File: src/rtl/zorro_autoconfig_master.sv
// ---------------------------------------------------------------------------
// zorro_autoconfig_master
// Host-side Zorro II AutoConfig initiator. It walks the CFGIN/CFGOUT chain at
// $E80000 over a 68000-style AS/UDS/DTACK bus. For each board it reads the
// nibble-wide config registers and places the board at a size-aligned base
// taken from a memory or I/O pool. A board that cannot be placed is shut up.
//
// Ports:
//   CLK, RESET_n      clock, asynchronous active-low reset
//   start             one-cycle pulse; begins a scan when idle
//   ADDR[22:0]        bus address A23..A1
//   AS_n, UDS_n, RW   bus strobes and direction (RW=1 read)
//   DOUT, DOE         write nibble on D15..D12 and its output enable
//   DIN, DTACK_n      read nibble on D15..D12 and data acknowledge
//   busy, done, error scan status (done is a one-clock pulse; error is sticky)
//   board_count       boards configured in this scan
//   last_mfg/prod/base  identity and base of the last configured board
//
// Optional build macro AUTOCONFIG_LOG_EN adds log_we/log_data, a per-board
// record {shutup, memlist, mfg, prod, base}.
// ---------------------------------------------------------------------------
module zorro_autoconfig_master #(
    parameter int         DTACK_TIMEOUT = 64,
    parameter int         MAX_BOARDS    = 8,
    parameter logic [7:0] MEM_LO        = 8'h20,
    parameter logic [7:0] MEM_HI        = 8'hA0,
    parameter logic [7:0] IO_LO         = 8'hE9,
    parameter logic [7:0] IO_HI         = 8'hF0
) (
    input  logic        CLK,
    input  logic        RESET_n,
    input  logic        start,
    output logic [22:0] ADDR,
    output logic        AS_n,
    output logic        UDS_n,
    output logic        RW,
    output logic [3:0]  DOUT,
    output logic        DOE,
    input  logic [3:0]  DIN,
    input  logic        DTACK_n,
    output logic        busy,
    output logic        done,
    output logic        error,
    output logic [3:0]  board_count,
    output logic [15:0] last_mfg,
    output logic [7:0]  last_prod,
    output logic [7:0]  last_base
`ifdef AUTOCONFIG_LOG_EN
    ,
    output logic        log_we,
    output logic [33:0] log_data
`endif
);

    localparam int            TW       = $clog2(DTACK_TIMEOUT) + 1;
    localparam logic [TW-1:0] TMO_LAST = TW'(DTACK_TIMEOUT - 1);
    localparam logic [7:0]    CFG_A23  = 8'hE8;

    typedef enum logic [2:0] {
        S_IDLE, S_READ_REGS, S_ALLOC, S_WR_LO, S_WR_HI, S_WR_SHUTUP, S_NEXT, S_DONE
    } state_t;

    // WAIT holds off a new access until DTACK_n has been released.
    typedef enum logic [1:0] {PH_WAIT, PH_SETUP, PH_STROBE, PH_END} phase_t;

    // Board size in 64K units from the 3-bit size code.
    function automatic logic [8:0] size_units(input logic [2:0] code);
        logic [8:0] units;
        case (code)
            3'b001:  units = 9'd1;
            3'b010:  units = 9'd2;
            3'b011:  units = 9'd4;
            3'b100:  units = 9'd8;
            3'b101:  units = 9'd16;
            3'b110:  units = 9'd32;
            3'b111:  units = 9'd64;
            default: units = 9'd128;
        endcase
        return units;
    endfunction

    state_t        state_r, state_s;
    phase_t        phase_r, phase_s;
    logic [2:0]    idx_r, idx_s;
    logic [TW-1:0] tmo_r, tmo_s;
    logic          to_r, to_s;
    logic [1:0]    er_r, er_s;
    logic          memlist_r, memlist_s;
    logic [2:0]    size_code_r, size_code_s;
    logic [7:0]    prod_r, prod_s;
    logic [15:0]   mfg_r, mfg_s;
    logic [7:0]    cand_r, cand_s;
    logic [7:0]    mem_ptr_r, mem_ptr_s, io_ptr_r, io_ptr_s;
    logic [22:0]   addr_s;
    logic          as_n_s, uds_n_s, rw_s, doe_s, busy_s, done_s, error_s;
    logic [3:0]    dout_s, board_count_s;
    logic [15:0]   last_mfg_s;
    logic [7:0]    last_prod_s, last_base_s;
`ifdef AUTOCONFIG_LOG_EN
    logic          log_we_s;
    logic [33:0]   log_data_s;
`endif

    logic [7:0] acc_reg_s;
    logic       acc_rw_s;
    logic [3:0] acc_dout_s;
    logic [7:0] pool_ptr_s, pool_hi_s;
    logic [8:0] size_s, mask_s, cand9_s, end9_s;

    // Register index, direction and write nibble of the access owned by the current state.
    always_comb begin
        acc_reg_s  = 8'h00;
        acc_rw_s   = 1'b1;
        acc_dout_s = 4'h0;
        case (state_r)
            S_READ_REGS: acc_reg_s = {4'h0, idx_r[2], 1'b0, idx_r[1:0]};
            S_WR_LO: begin
                acc_reg_s  = 8'h25;
                acc_rw_s   = 1'b0;
                acc_dout_s = cand_r[3:0];
            end
            S_WR_HI: begin
                acc_reg_s  = 8'h24;
                acc_rw_s   = 1'b0;
                acc_dout_s = cand_r[7:4];
            end
            S_WR_SHUTUP: begin
                acc_reg_s  = 8'h26;
                acc_rw_s   = 1'b0;
            end
            default: acc_reg_s = 8'h00;
        endcase
    end

    // Size-aligned candidate base, kept 9 bits wide so running past $FF is visible.
    always_comb begin
        pool_ptr_s = memlist_r ? mem_ptr_r : io_ptr_r;
        pool_hi_s  = memlist_r ? MEM_HI : IO_HI;
        size_s     = size_units(size_code_r);
        mask_s     = size_s - 9'd1;
        cand9_s    = ({1'b0, pool_ptr_s} + mask_s) & ~mask_s;
        end9_s     = cand9_s + size_s;
    end

    // Next-state and next-output logic for the scan and bus-cycle sequencers.
    always_comb begin
        state_s       = state_r;
        phase_s       = phase_r;
        idx_s         = idx_r;
        tmo_s         = tmo_r;
        to_s          = to_r;
        er_s          = er_r;
        memlist_s     = memlist_r;
        size_code_s   = size_code_r;
        prod_s        = prod_r;
        mfg_s         = mfg_r;
        cand_s        = cand_r;
        mem_ptr_s     = mem_ptr_r;
        io_ptr_s      = io_ptr_r;
        addr_s        = ADDR;
        as_n_s        = AS_n;
        uds_n_s       = UDS_n;
        rw_s          = RW;
        dout_s        = DOUT;
        doe_s         = DOE;
        busy_s        = busy;
        done_s        = 1'b0;
        error_s       = error;
        board_count_s = board_count;
        last_mfg_s    = last_mfg;
        last_prod_s   = last_prod;
        last_base_s   = last_base;
`ifdef AUTOCONFIG_LOG_EN
        log_we_s      = 1'b0;
        log_data_s    = log_data;
`endif
        case (state_r)
            S_IDLE: begin
                if (start) begin
                    busy_s        = 1'b1;
                    error_s       = 1'b0;
                    board_count_s = 4'd0;
                    mem_ptr_s     = MEM_LO;
                    io_ptr_s      = IO_LO;
                    idx_s         = 3'd0;
                    phase_s       = PH_WAIT;
                    state_s       = S_READ_REGS;
                end else begin
                    busy_s        = 1'b0;
                end
            end
            S_READ_REGS, S_WR_LO, S_WR_HI, S_WR_SHUTUP: begin
                case (phase_r)
                    PH_WAIT: begin
                        if (DTACK_n) begin
                            addr_s  = {CFG_A23, 7'h00, acc_reg_s};
                            rw_s    = acc_rw_s;
                            dout_s  = acc_dout_s;
                            doe_s   = ~acc_rw_s;
                            phase_s = PH_SETUP;
                        end else begin
                            phase_s = PH_WAIT;
                        end
                    end
                    PH_SETUP: begin
                        as_n_s  = 1'b0;
                        uds_n_s = 1'b0;
                        tmo_s   = '0;
                        to_s    = 1'b0;
                        phase_s = PH_STROBE;
                    end
                    PH_STROBE: begin
                        if (!DTACK_n) begin
                            as_n_s  = 1'b1;
                            uds_n_s = 1'b1;
                            phase_s = PH_END;
                            if (state_r == S_READ_REGS) begin
                                // Only reg00/reg01 arrive true; the rest are inverted on the bus.
                                case (idx_r)
                                    3'd0: begin
                                        er_s      = DIN[3:2];
                                        memlist_s = DIN[1];
                                    end
                                    3'd1:    size_code_s   = DIN[2:0];
                                    3'd2:    prod_s[7:4]   = ~DIN;
                                    3'd3:    prod_s[3:0]   = ~DIN;
                                    3'd4:    mfg_s[15:12]  = ~DIN;
                                    3'd5:    mfg_s[11:8]   = ~DIN;
                                    3'd6:    mfg_s[7:4]    = ~DIN;
                                    default: mfg_s[3:0]    = ~DIN;
                                endcase
                            end else begin
                                er_s = er_r;
                            end
                        end else if (tmo_r == TMO_LAST) begin
                            as_n_s  = 1'b1;
                            uds_n_s = 1'b1;
                            to_s    = 1'b1;
                            phase_s = PH_END;
                        end else begin
                            tmo_s   = tmo_r + TW'(1);
                        end
                    end
                    default: begin
                        // END: strobes already high, address still held this clock.
                        rw_s    = 1'b1;
                        doe_s   = 1'b0;
                        dout_s  = 4'h0;
                        phase_s = PH_WAIT;
                        if (to_r) begin
                            // A silent reg00 means the chain is empty, not a fault.
                            if (!(state_r == S_READ_REGS && idx_r == 3'd0)) begin
                                error_s = 1'b1;
                            end else begin
                                error_s = error;
                            end
                            state_s = S_DONE;
                        end else begin
                            case (state_r)
                                S_READ_REGS: begin
                                    if (idx_r == 3'd7) begin
                                        state_s = S_ALLOC;
                                    end else begin
                                        idx_s = idx_r + 3'd1;
                                    end
                                end
                                S_WR_LO: state_s = S_WR_HI;
                                S_WR_HI: begin
                                    last_mfg_s    = mfg_r;
                                    last_prod_s   = prod_r;
                                    last_base_s   = cand_r;
                                    board_count_s = board_count + 4'd1;
`ifdef AUTOCONFIG_LOG_EN
                                    log_we_s      = 1'b1;
                                    log_data_s    = {1'b0, memlist_r, mfg_r, prod_r, cand_r};
`endif
                                    state_s       = S_NEXT;
                                end
                                default: begin
`ifdef AUTOCONFIG_LOG_EN
                                    log_we_s   = 1'b1;
                                    log_data_s = {1'b1, memlist_r, mfg_r, prod_r, 8'h00};
`endif
                                    state_s    = S_NEXT;
                                end
                            endcase
                        end
                    end
                endcase
            end
            S_ALLOC: begin
                phase_s = PH_WAIT;
                if (er_r != 2'b11 || end9_s > {1'b0, pool_hi_s}) begin
                    state_s = S_WR_SHUTUP;
                end else begin
                    cand_s = cand9_s[7:0];
                    if (memlist_r) begin
                        mem_ptr_s = end9_s[7:0];
                    end else begin
                        io_ptr_s = end9_s[7:0];
                    end
                    state_s = S_WR_LO;
                end
            end
            S_NEXT: begin
                if (board_count == 4'(MAX_BOARDS)) begin
                    state_s = S_DONE;
                end else begin
                    idx_s   = 3'd0;
                    phase_s = PH_WAIT;
                    state_s = S_READ_REGS;
                end
            end
            S_DONE: begin
                done_s  = 1'b1;
                busy_s  = 1'b0;
                state_s = S_IDLE;
            end
            default: state_s = S_IDLE;
        endcase
    end

    // State and output registers; reset drives the strobes high immediately.
    always_ff @(posedge CLK or negedge RESET_n) begin
        if (!RESET_n) begin
            state_r     <= S_IDLE;
            phase_r     <= PH_WAIT;
            idx_r       <= 3'd0;
            tmo_r       <= '0;
            to_r        <= 1'b0;
            er_r        <= 2'b00;
            memlist_r   <= 1'b0;
            size_code_r <= 3'd0;
            prod_r      <= 8'h00;
            mfg_r       <= 16'h0000;
            cand_r      <= 8'h00;
            mem_ptr_r   <= MEM_LO;
            io_ptr_r    <= IO_LO;
            ADDR        <= 23'h000000;
            AS_n        <= 1'b1;
            UDS_n       <= 1'b1;
            RW          <= 1'b1;
            DOUT        <= 4'h0;
            DOE         <= 1'b0;
            busy        <= 1'b0;
            done        <= 1'b0;
            error       <= 1'b0;
            board_count <= 4'd0;
            last_mfg    <= 16'h0000;
            last_prod   <= 8'h00;
            last_base   <= 8'h00;
`ifdef AUTOCONFIG_LOG_EN
            log_we      <= 1'b0;
            log_data    <= 34'h0;
`endif
        end else begin
            state_r     <= state_s;
            phase_r     <= phase_s;
            idx_r       <= idx_s;
            tmo_r       <= tmo_s;
            to_r        <= to_s;
            er_r        <= er_s;
            memlist_r   <= memlist_s;
            size_code_r <= size_code_s;
            prod_r      <= prod_s;
            mfg_r       <= mfg_s;
            cand_r      <= cand_s;
            mem_ptr_r   <= mem_ptr_s;
            io_ptr_r    <= io_ptr_s;
            ADDR        <= addr_s;
            AS_n        <= as_n_s;
            UDS_n       <= uds_n_s;
            RW          <= rw_s;
            DOUT        <= dout_s;
            DOE         <= doe_s;
            busy        <= busy_s;
            done        <= done_s;
            error       <= error_s;
            board_count <= board_count_s;
            last_mfg    <= last_mfg_s;
            last_prod   <= last_prod_s;
            last_base   <= last_base_s;
`ifdef AUTOCONFIG_LOG_EN
            log_we      <= log_we_s;
            log_data    <= log_data_s;
`endif
        end
    end

endmodule

File: config.mk
export PLATFORM = sky130hd
export DESIGN_NAME = zorro_autoconfig_master
export DESIGN_NICKNAME = d
export VERILOG_FILES = /design/src/rtl/zorro_autoconfig_master.sv
export SDC_FILE = /design/constraint.sdc
export NUM_CORES = 1
export LEC_CHECK = 0
export ABC_AREA = 1
export CAP_MARGIN = 40
export CORE_MARGIN = 10
export CORE_UTILIZATION = 45
export CTS_BUF_LIST = sky130_fd_sc_hd__clkbuf_16
export DETAILED_ROUTE_END_ITERATION = 7
export PLACE_DENSITY_LB_ADDON = 0.2
export SYNTH_ARGS = -nofsm -noshare
export SYNTH_HDL_FRONTEND = slang
export SYNTH_SLANG_ARGS = --single-unit
File: constraint.sdc
create_clock -name CLK -period 10.6 [get_ports CLK]
set_clock_uncertainty 0.1 [all_clocks]
set_input_delay 3.18 -clock CLK [delete_from_list [all_inputs] [get_ports CLK]]
set_output_delay 3.18 -clock CLK [all_outputs]
set_load 0.1 [all_outputs]
Yosys cells after proc, flatten, opt, wreduce, memory -nomap -nowiden --
Index checks and enable logic that the tools add are counted.
Word-level totals: word-level logic and storage cells 191, register bits 125, output and inout port bits 70, bits of input ports 8
Cells by class: muxes and demuxes 63, bitwise operators 9, reduce and logical (&&, ||, !) cells 38, equal/unequal tests 45, order comparisons 1, $add $sub $neg 6
Operators with widths (count):
- 8-bit two-way mux | 7
- 8-bit case mux with 7 select lines | 1
- 5-bit AND reduction | 10
- 3-bit == test, second input constant | 12
- 3-bit two-way mux | 12
- 2-bit inequality test, second input constant | 17
- 8-bit case mux with 2 select lines | 2
- 4-bit case mux with 2 select lines | 3
- 6-bit case mux with 4 select lines | 1
- 4-bit AND reduction | 6
- 7-bit two-way mux | 3
- 4-bit two-way mux | 5
- 3-bit by 2-bit == test with 1-bit output, second input constant | 6
- 3-bit case mux with 5 select lines | 1
- 7-bit case mux with 2 select lines | 1
- 1-bit two-way mux | 13
- 1-bit case mux with 2 select lines | 6
- 3-bit AND reduction | 4
- 8-bit by 9-bit adder with 9-bit output | 1
- 9-bit adder | 1
- 9-bit bitwise AND | 1
- 3-bit by 1-bit == test with 1-bit output, second input constant | 3
- 9-bit by 8-bit > comparator with 1-bit output | 1
- 9-bit inverter | 1
- 30 further kinds | 44

Longest topological paths before layout --
Gate-level depths: netlist (run 1).
depth after elaboration 10, depth in mapped cells 34, depth with buffers taken out 34

Worst setup path before layout (run 1) --
No wires, ideal clock.
kind register -> register, from reg size_code_r[1], to reg io_ptr_r[1], data arrival time 4524 ps, clock period less this slack 4741 ps, buffers on the path 0, setup time 118 ps, setup slack 5859 ps, cell stages (with the launch flop) 32, data required time 10382 ps, path through dfrtp_1 inv_1 ha_1 nor2_1 nand2_1 inv_1 nor4_1 inv_1 ha_1 inv_1 xor2_1 inv_1 ha_1 inv_1 o31ai_1 and2_1 nor2_1 o21ai_0 inv_1 nor2_1 nor2_1 ha_1 xor2_1 ha_1 nand3_1 nand2_1 nand3_2 nand3_4 nand2_4 nand2_4 nand2_1 nand2_1
Between the ends: longest elaborated chain between the ends 10, elaborated cells on any way between the ends 20, classes of those cells add/sub (3); order compare (1); eq/ne (8); mux (4); bitwise (2); reduce/logical (2)
RTL lines:
- start, declared | line 89 | logic [2:0] size_code_r, size_code_s;
- start signal, assigned | line 364 | size_code_r <= size_code_s;
- 3-bit == test, or another cell as far along | line 69 | case (code)
- 8-bit case mux with 7 select lines * | line 69
- 9-bit by 1-bit subtractor with 9-bit output * | line 140 | mask_s = size_s - 9'd1;
- 8-bit by 9-bit adder with 9-bit output / 9-bit inverter (equally long branches) | line 141 | cand9_s = ({1'b0, pool_ptr_s} + mask_s) & ~mask_s;
- 9-bit bitwise AND * | line 141
- named net cand9_s[6] | line 108 | logic [8:0] size_s, mask_s, cand9_s, end9_s;
- 9-bit adder * | line 142 | end9_s = cand9_s + size_s;
- 9-bit by 8-bit > comparator with 1-bit output * | line 293 | if (er_r != 2'b11 || end9_s > {1'b0, pool_hi_s}) begin
- 1-bit logical OR * | line 293
- 2-bit inequality test (no source line) *
- 4-bit AND reduction (no source line) *
- end signal, assigned | line 369 | io_ptr_r <= io_ptr_s;
- end, declared | line 93 | logic [7:0] mem_ptr_r, mem_ptr_s, io_ptr_r, io_ptr_s;
The timed path passes the listed nets; every way through them passes the cells marked *. The select of a mux whose other input is x is not followed. A chain may end at the register's enable or synchronous reset.

Final worst setup path (run 1) --
from reg size_code_r[1], to reg io_ptr_r[2]
The elaborated chain is that of the path after synthesis.

==> impl_metrics.py, run 1 <==
metrics = {
    "cells_and_area": {
        "fillCellCount": 1176,
        "final_nets": 945,
        "multi_input_area_um2": 3080,
        "fin_cells": 1099,
        "layout_commonest_cell": "nand2_1",
        "seqCellArea_um2": 3040,
        "drive_above_1_share_pct": 17.2,
        "layout_common_cells": "182 x nand2_1, 113 x dfrtp_1, 95 x inv_1",
        "antennaDiodeCount": 0,
        "syn2layout_area_growth_pct": 34.7,
        "design_area_um2": 8920,
    },
    "routing": {
        "first_pass_iters": 5,
        "wl_per_cell_um": 15.3,
        "via_per_inst": 5.11,
        "num_vias": 5615,
        "wirelength_um": 16900,
        "drtIter0Drc": 328,
        "ant_nets": 0,
        "drc": 0,
    },
    "power_and_ir_drop": {
        "finalPower_mw": 2.96,
        "ir_drop_uv": 246,
        "powerDensity_nw_per_um2": 332,
        "p_leak_nw": 4.36,
    },
    "synth": {
        "ys_seq_elements": 121,
        "synth_area_um2": 6620,
        "yosysWarningCount": 0,
        "syn_inst": 774,
        "yosysSeqAreaShare_pct": 45.9,
        "ys.flop_type": "dfrtp_1",
        "synth_cell_types": 49,
        "async_flop_share_pct": 100,
        "synth_edf_count": 0,
        "synth_area_per_cell_um2": 8.56,
    },
    "die": {
        "die_h_um": 141,
        "fp.dieArea_um2": 20000,
        "rows": 44,
        "ios": 78,
        "core_area_um2": 14500,
        "die_w_um": 141,
        "initial_utilization_pct": 45.7,
    },
    "placed_design": {
        "post-place-ws_ns": 4.99,
        "io_buffers": 63,
        "dpl_cell_area_um2": 8280,
        "globalplace.congestion": 0.888,
        "hpwl_um": 13100,
        "placed_cells": 1067,
    },
    "global_routing": {
        "use_met1_pct": 21.4,
        "grt_pass1_wl_um": 28000,
        "grt_use_met3_pct": 3.91,
        "met2_usage_pct": 28.9,
        "grt.overflow.total": 0,
        "antenna_found_initial": 0,
        "grt_max_degree": 67,
        "grtUsageTotal_pct": 17.2,
        "grt_pass1_vias": 5608,
        "top_usage_layer": "met2",
    },
    "cts": {
        "cts_hold_buf": 0,
        "postCtsSetupBuffers": 0,
        "cts.sinks": 121,
        "cts_tree": "done",
        "clock_latency_ns": 0.41,
        "htree_levels": 4,
        "cts-root-buf": "clkbuf_16",
        "cts_resized": 0,
        "cts_buffer_depth": 2,
        "clkTransAtPathRegs_ns": 0.05,
        "cts_made_buffers": 17,
    },
    "critical_path": {
        "crit_path_top_delay_cell": "dfrtp_1",
        "cp_common_cell": "inv_1",
        "required_ns": 10.80,
        "crit_arrival_ns": 5.82,
        "cpLargestDelayFamily": "simple AND/OR/NAND/NOR gates",
        "cp-end-kind": "flop",
        "max_stage_delay_ns": 0.48,
        "path_class": "flop to flop",
        "crit_path_start_kind": "flop",
        "path_buf_inv": 7,
        "path_max_fanout": 19,
    },
    "run_status": {
        "status": "finished clean",
    },
    "timing": {
        "maxSlewViolCount": 0,
        "grt_setup_unrepaired": "no",
        "slew-limit-headroom_pct": 57.1,
        "fin_setup_tns_ns": 0,
        "hold_violations": 0,
        "period_minus_slack_ns": 5.62,
        "setup_viol": 0,
        "period_share_pct": 53.0,
        "worst_slack_ns": 4.98,
        "fmax_mhz": 178,
        "tightest_slew_ns": 0.643,
    },
    "min_path": {
        "min_path_type": "flop to flop",
    },
    "flow_run": {
        "cap_viol_max_count": 0,
    },
}
## metrics by stage
| step | hold WS (ns) | util (%) |
|---|---|---|
| finish | 0.367 | 61.6 |
| global route | 0.388 | 61.6 |
| CTS | 0.365 | 61.6 |
| detailed placement | 0.357 | 57.2 |
| global placement | 0.351 | 50.8 |
| floorplan | 0.342 | - |
## synthesized netlist by cell type, types with 2 or more instances
| cell | number | share of area, % |
|---|---|---|
| a21oi_2 | 4 | 0.53 |
| nand2_2 | 5 | 0.47 |
| mux2_2 | 25 | 4.3 |
| buf_4 | 20 | 2.3 |
| buf_2 | 4 | 0.30 |
| nor4_1 | 3 | 0.28 |
| clkbuf_1 | 2 | 0.11 |
| dfrtp_1 | 113 | 43 |
| o22ai_1 | 6 | 0.57 |
| o21ai_1 | 3 | 0.23 |
| a32o_1 | 6 | 0.91 |
| o211ai_1 | 2 | 0.23 |
| a31oi_1 | 5 | 0.47 |
| nor3_1 | 9 | 0.68 |
| o31ai_1 | 2 | 0.23 |
| nand3_1 | 53 | 4.0 |
| o21ai_2 | 3 | 0.40 |
| clkinv_1 | 2 | 0.11 |
| nand3_2 | 4 | 0.60 |
| fa_1 | 2 | 0.60 |
| nand2_4 | 4 | 0.68 |
| nor2_1 | 56 | 3.2 |
| or2_2 | 3 | 0.28 |
| nand2_1 | 182 | 10 |
| ha_1 | 33 | 6.2 |
| inv_1 | 95 | 5.4 |
| o21ai_0 | 55 | 4.2 |
| nand3b_1 | 3 | 0.34 |
| dfstp_2 | 8 | 3.2 |
| xor2_1 | 9 | 1.2 |
| inv_2 | 2 | 0.11 |
| a21oi_1 | 23 | 1.7 |
| nand4_1 | 10 | 0.94 |
| nor2_2 | 3 | 0.28 |
## worst register-to-register path, delay by kind of cell, from the launching register on
family	cells	cell delay, ns
adders and majority gates	5	1.33
AOI/OAI and AO/OA	1	0.34
and+or+nand+nor	14	2.22
xor gates and xnor gates	2	0.31
DFF	1	0.48
buffers and inverters	7	0.73
## state kept, by name, summed over array words and instances (netlist names), 8 cells and up
name	cells
mfg_r	16
last_base	8
last_prod	8
io_ptr_r	8
mem_ptr_r	8
prod_r	8
cand_r	8
last_mfg	16
## cell type report
| type | count | area share (%) |
|---|---|---|
| multi-input cells | 540 | 34.5 |
| flip-flops and latches | 121 | 34.0 |
| repair buffers | 123 | 17.4 |
| clock buffers | 17 | 4.77 |
| inverters | 99 | 4.16 |
| well taps | 184 | 2.58 |
| clock inverters | 15 | 2.50 |
## worst paths after layout
kind	endpoint	cells after the start	startpoint	slack, ns
worst max-delay path	io_ptr_r[2]	29	size_code_r[1]	4.98
worst min-delay path	io_ptr_r[3]	2	io_ptr_r[3]	0.37
worst max register to register	io_ptr_r[2]	29	size_code_r[1]	4.98
worst min register to register	io_ptr_r[3]	2	io_ptr_r[3]	0.37
max in group asynchronous	UDS_n	3	RESET_n	6.71
min in group asynchronous	last_mfg[1]	1	RESET_n	2.65
## power by group
| group | switching (mW) | internal [mW] |
|---|---|---|
| combinational | 1.14 | 0.539 |
| sequential | 0.0801 | 0.570 |
| clock | 0.211 | 0.417 |
| total | 1.43 | 1.53 |
## per-layer routing
metal | part of all wire [%] | vias up
met2 | 50 | 134
met1 | 45 | 2703
li1 | - | 2767
met3 | 4.8 | 11
met4 | 0.99 | 0
met5 | 0 | -
## cell families after synthesis
kind of cell               synth area share, %
xor gates and xnor gates                  1.32
muxes                                     4.25
DFF                                       45.9
buffers and inverters                     8.46
and+or+nand+nor                           23.0
other                                   0.0566
adders and majority gates                 6.84
AOI/OAI and AO/OA                         10.2
Power figures use the tool's default switching activity.
==> inputs of run 2 (changes only) <==
==> constraint.sdc (replaced) <==
create_clock -name CLK -period 5.2 [get_ports CLK]
set_clock_uncertainty 0.1 [all_clocks]
set_input_delay 1.56 -clock CLK [delete_from_list [all_inputs] [get_ports CLK]]
set_output_delay 1.56 -clock CLK [all_outputs]
set_load 0.1 [all_outputs]
==> run 2 against run 1 <==
- sequential power is 100% higher
- register-to-register slack worse by 4.6 ns
- fmax is 16% higher
- sequential share of layout area is 0.64 points lower
- power is 110% higher
- non-clock buffer count is 17 higher
- critical path depth stayed put
==> impl_metrics.py, run 2 (synthesis gave the netlist of run 1 again) <==
metrics = {
    "global_routing": {
        "antenna_found_initial": 0,
        "top_usage_layer": "met2",
        "grtUsageTotal_pct": 17.7,
        "use_met1_pct": 22.1,
        "grt.overflow.total": 0,
        "grt_max_degree": 64,
        "met2_usage_pct": 29.1,
        "grt_use_met3_pct": 4.87,
        "grt_pass1_wl_um": 28600,
        "grt_pass1_vias": 5666,
    },
    "timing": {
        "period_minus_slack_ns": 4.86,
        "fin_setup_tns_ns": 0,
        "tightest_slew_ns": 0.772,
        "maxSlewViolCount": 0,
        "worst_slack_ns": 0.339,
        "slew-limit-headroom_pct": 48.5,
        "period_share_pct": 93.5,
        "hold_violations": 0,
        "setup_viol": 0,
        "grt_setup_unrepaired": "no",
        "fmax_mhz": 206,
    },
    "critical_path": {
        "reg2reg_slack_ns": 0.34,
        "crit_path_start": "size_code_r[2]",
        "max_stage_delay_ns": 0.44,
        "path_class": "flop to flop",
        "cp-end-kind": "flop",
        "path_buf_inv": 7,
        "cpLargestDelayFamily": "simple AND/OR/NAND/NOR gates",
        "path_max_fanout": 9,
        "crit_path_start_kind": "flop",
        "crit_arrival_ns": 5.06,
        "r2r-start": "size_code_r[2]",
        "cp_common_cell": "inv_1",
        "required_ns": 5.40,
        "crit_path_top_delay_cell": "dfrtp_2",
    },
    "cts": {
        "clock_latency_ns": 0.42,
        "clkTransAtPathRegs_ns": 0.06,
        "cts.sinks": 121,
        "cts_buffer_depth": 2,
        "htree_levels": 4,
        "cts-root-buf": "clkbuf_16",
        "cts_tree": "done",
        "cts_made_buffers": 17,
        "cts_hold_buf": 0,
    },
    "cells_and_area": {
        "drive_above_1_share_pct": 20.2,
        "fillCellCount": 1195,
        "fin_util_pct": 62.9,
        "reg.largest.list": "last_mfg x16, mfg_r x16",
        "design_area_um2": 9100,
        "layout_commonest_cell": "nand2_1",
        "layout_common_cells": "181 x nand2_1, 111 x dfrtp_1, 95 x inv_1",
        "final_nets": 963,
        "syn2layout_area_growth_pct": 37.4,
        "antennaDiodeCount": 0,
    },
    "routing": {
        "ant_nets": 0,
        "first_pass_iters": 5,
        "wl_per_cell_um": 15.9,
        "drc": 0,
        "num_vias": 5698,
        "wirelength_um": 17800,
        "via_per_inst": 5.10,
        "drtIter0Drc": 353,
    },
    "die": {
        "initial_utilization_pct": 45.7,
        "ios": 78,
        "die_w_um": 141,
        "fp.dieArea_um2": 20000,
        "die_h_um": 141,
        "core_area_um2": 14500,
        "rows": 44,
    },
    "placed_design": {
        "dpl_cell_area_um2": 8340,
        "io_buffers": 63,
        "hpwl_um": 13300,
        "globalplace.congestion": 0.927,
        "post-place-ws_ns": -0.152,
    },
    "run_status": {
        "status": "finished clean",
    },
    "min_path": {
        "min_path_type": "flop to flop",
        "hp-start": "io_ptr_r[5]",
    },
    "power_and_ir_drop": {
        "p_leak_nw": 4.44,
        "powerDensity_nw_per_um2": 690,
        "ir_drop_uv": 434,
    },
    "flow_run": {
        "cap_viol_max_count": 0,
    },
}
-- run 2: cell types whose count changed in the layout (fill, tap and decap cells not counted), sizes merged --
cell,delta
buf,+17
clkinv,+5
bufinv,-2
inv,-2
clkinvlp,-1
nand2,+1
-- run 2: metrics by stage --
stage | hold WS (ns) | cells | power (mW)
4_1_cts | 0.363 | 1109 | 6.14
3_5_place_dp | 0.354 | 1076 | 4.87
5_1_grt | 0.385 | 1117 | 6.72
2_1_floorplan | 0.342 | 787 | 3.73
6_report | 0.362 | 1117 | 6.28
3_3_place_gp | 0.356 | 1020 | 4.56
-- run 2: layout make-up --
cell class	count	area (um2)	share of cell area, %
clock buffer	17	425	4.67
clock inverter	15	179	1.97
inverter	99	372	4.08
multi-input combinational	541	3170	34.9
sequential	121	3040	33.4
tap	184	230	2.53
timing repair buffer	140	1680	18.5
-- run 2: worst reg2reg max path: cells and delay by family, from the launching register on --
kind	cells	cell delay (ns)
AO/OA/AOI/OAI	2	0.37
XOR/XNOR	2	0.30
adder cells (fa/ha/maj)	5	1.14
buffers and inverters	7	0.64
flip-flops	1	0.44
AND/OR/NAND/NOR	13	1.76
-- run 2: worst paths after layout --
kind                          endpoint  cells after the start
hold / removal             io_ptr_r[5]                      2
setup reg to reg           io_ptr_r[2]                     29
max in group asynchronous        UDS_n                      2
hold reg to reg            io_ptr_r[5]                      2
min in group asynchronous  last_mfg[1]                      1
setup / recovery           io_ptr_r[2]                     29
-- run 2: where the power goes --
group	internal, mW	total [mW]	leakage (nW)	switching [mW]
Combinational	1.26	3.78	2.53	2.52
Sequential	1.16	1.31	1.62	0.151
Clock	0.752	1.19	0.286	0.434
Total	3.18	6.28	4.44	3.10
-- run 2: per-layer routing --
metal	share of wire, %	vias to the layer above	routed length (um)
met1	45	2741	8000
met4	1.5	0	261
met2	49	126	8680
met3	4.8	16	861
met5	0	-	0
li1	-	2815	-
-- run 2: repair_timing --
item                                    4_1_cts  5_1_grt
endpoints found under the setup margin       26       26
pin swaps                                     1        4
resized for setup                             4       14
gates cloned                                  0        1
setup buffers                                 1        7
==> inputs of run 3 (changes only) <==
--- a/config.mk
+++ b/config.mk
@@ -11,6 +11,7 @@
 export CORE_UTILIZATION = 45
 export CTS_BUF_LIST = sky130_fd_sc_hd__clkbuf_16
 export DETAILED_ROUTE_END_ITERATION = 7
+export HOLD_SLACK_MARGIN = 0.03
 export PLACE_DENSITY_LB_ADDON = 0.2
 export SYNTH_ARGS = -nofsm -noshare
 export SYNTH_HDL_FRONTEND = slang
==> results of run 3 <==
No change in the layout: final DEF, timing and power equal those of run 2.
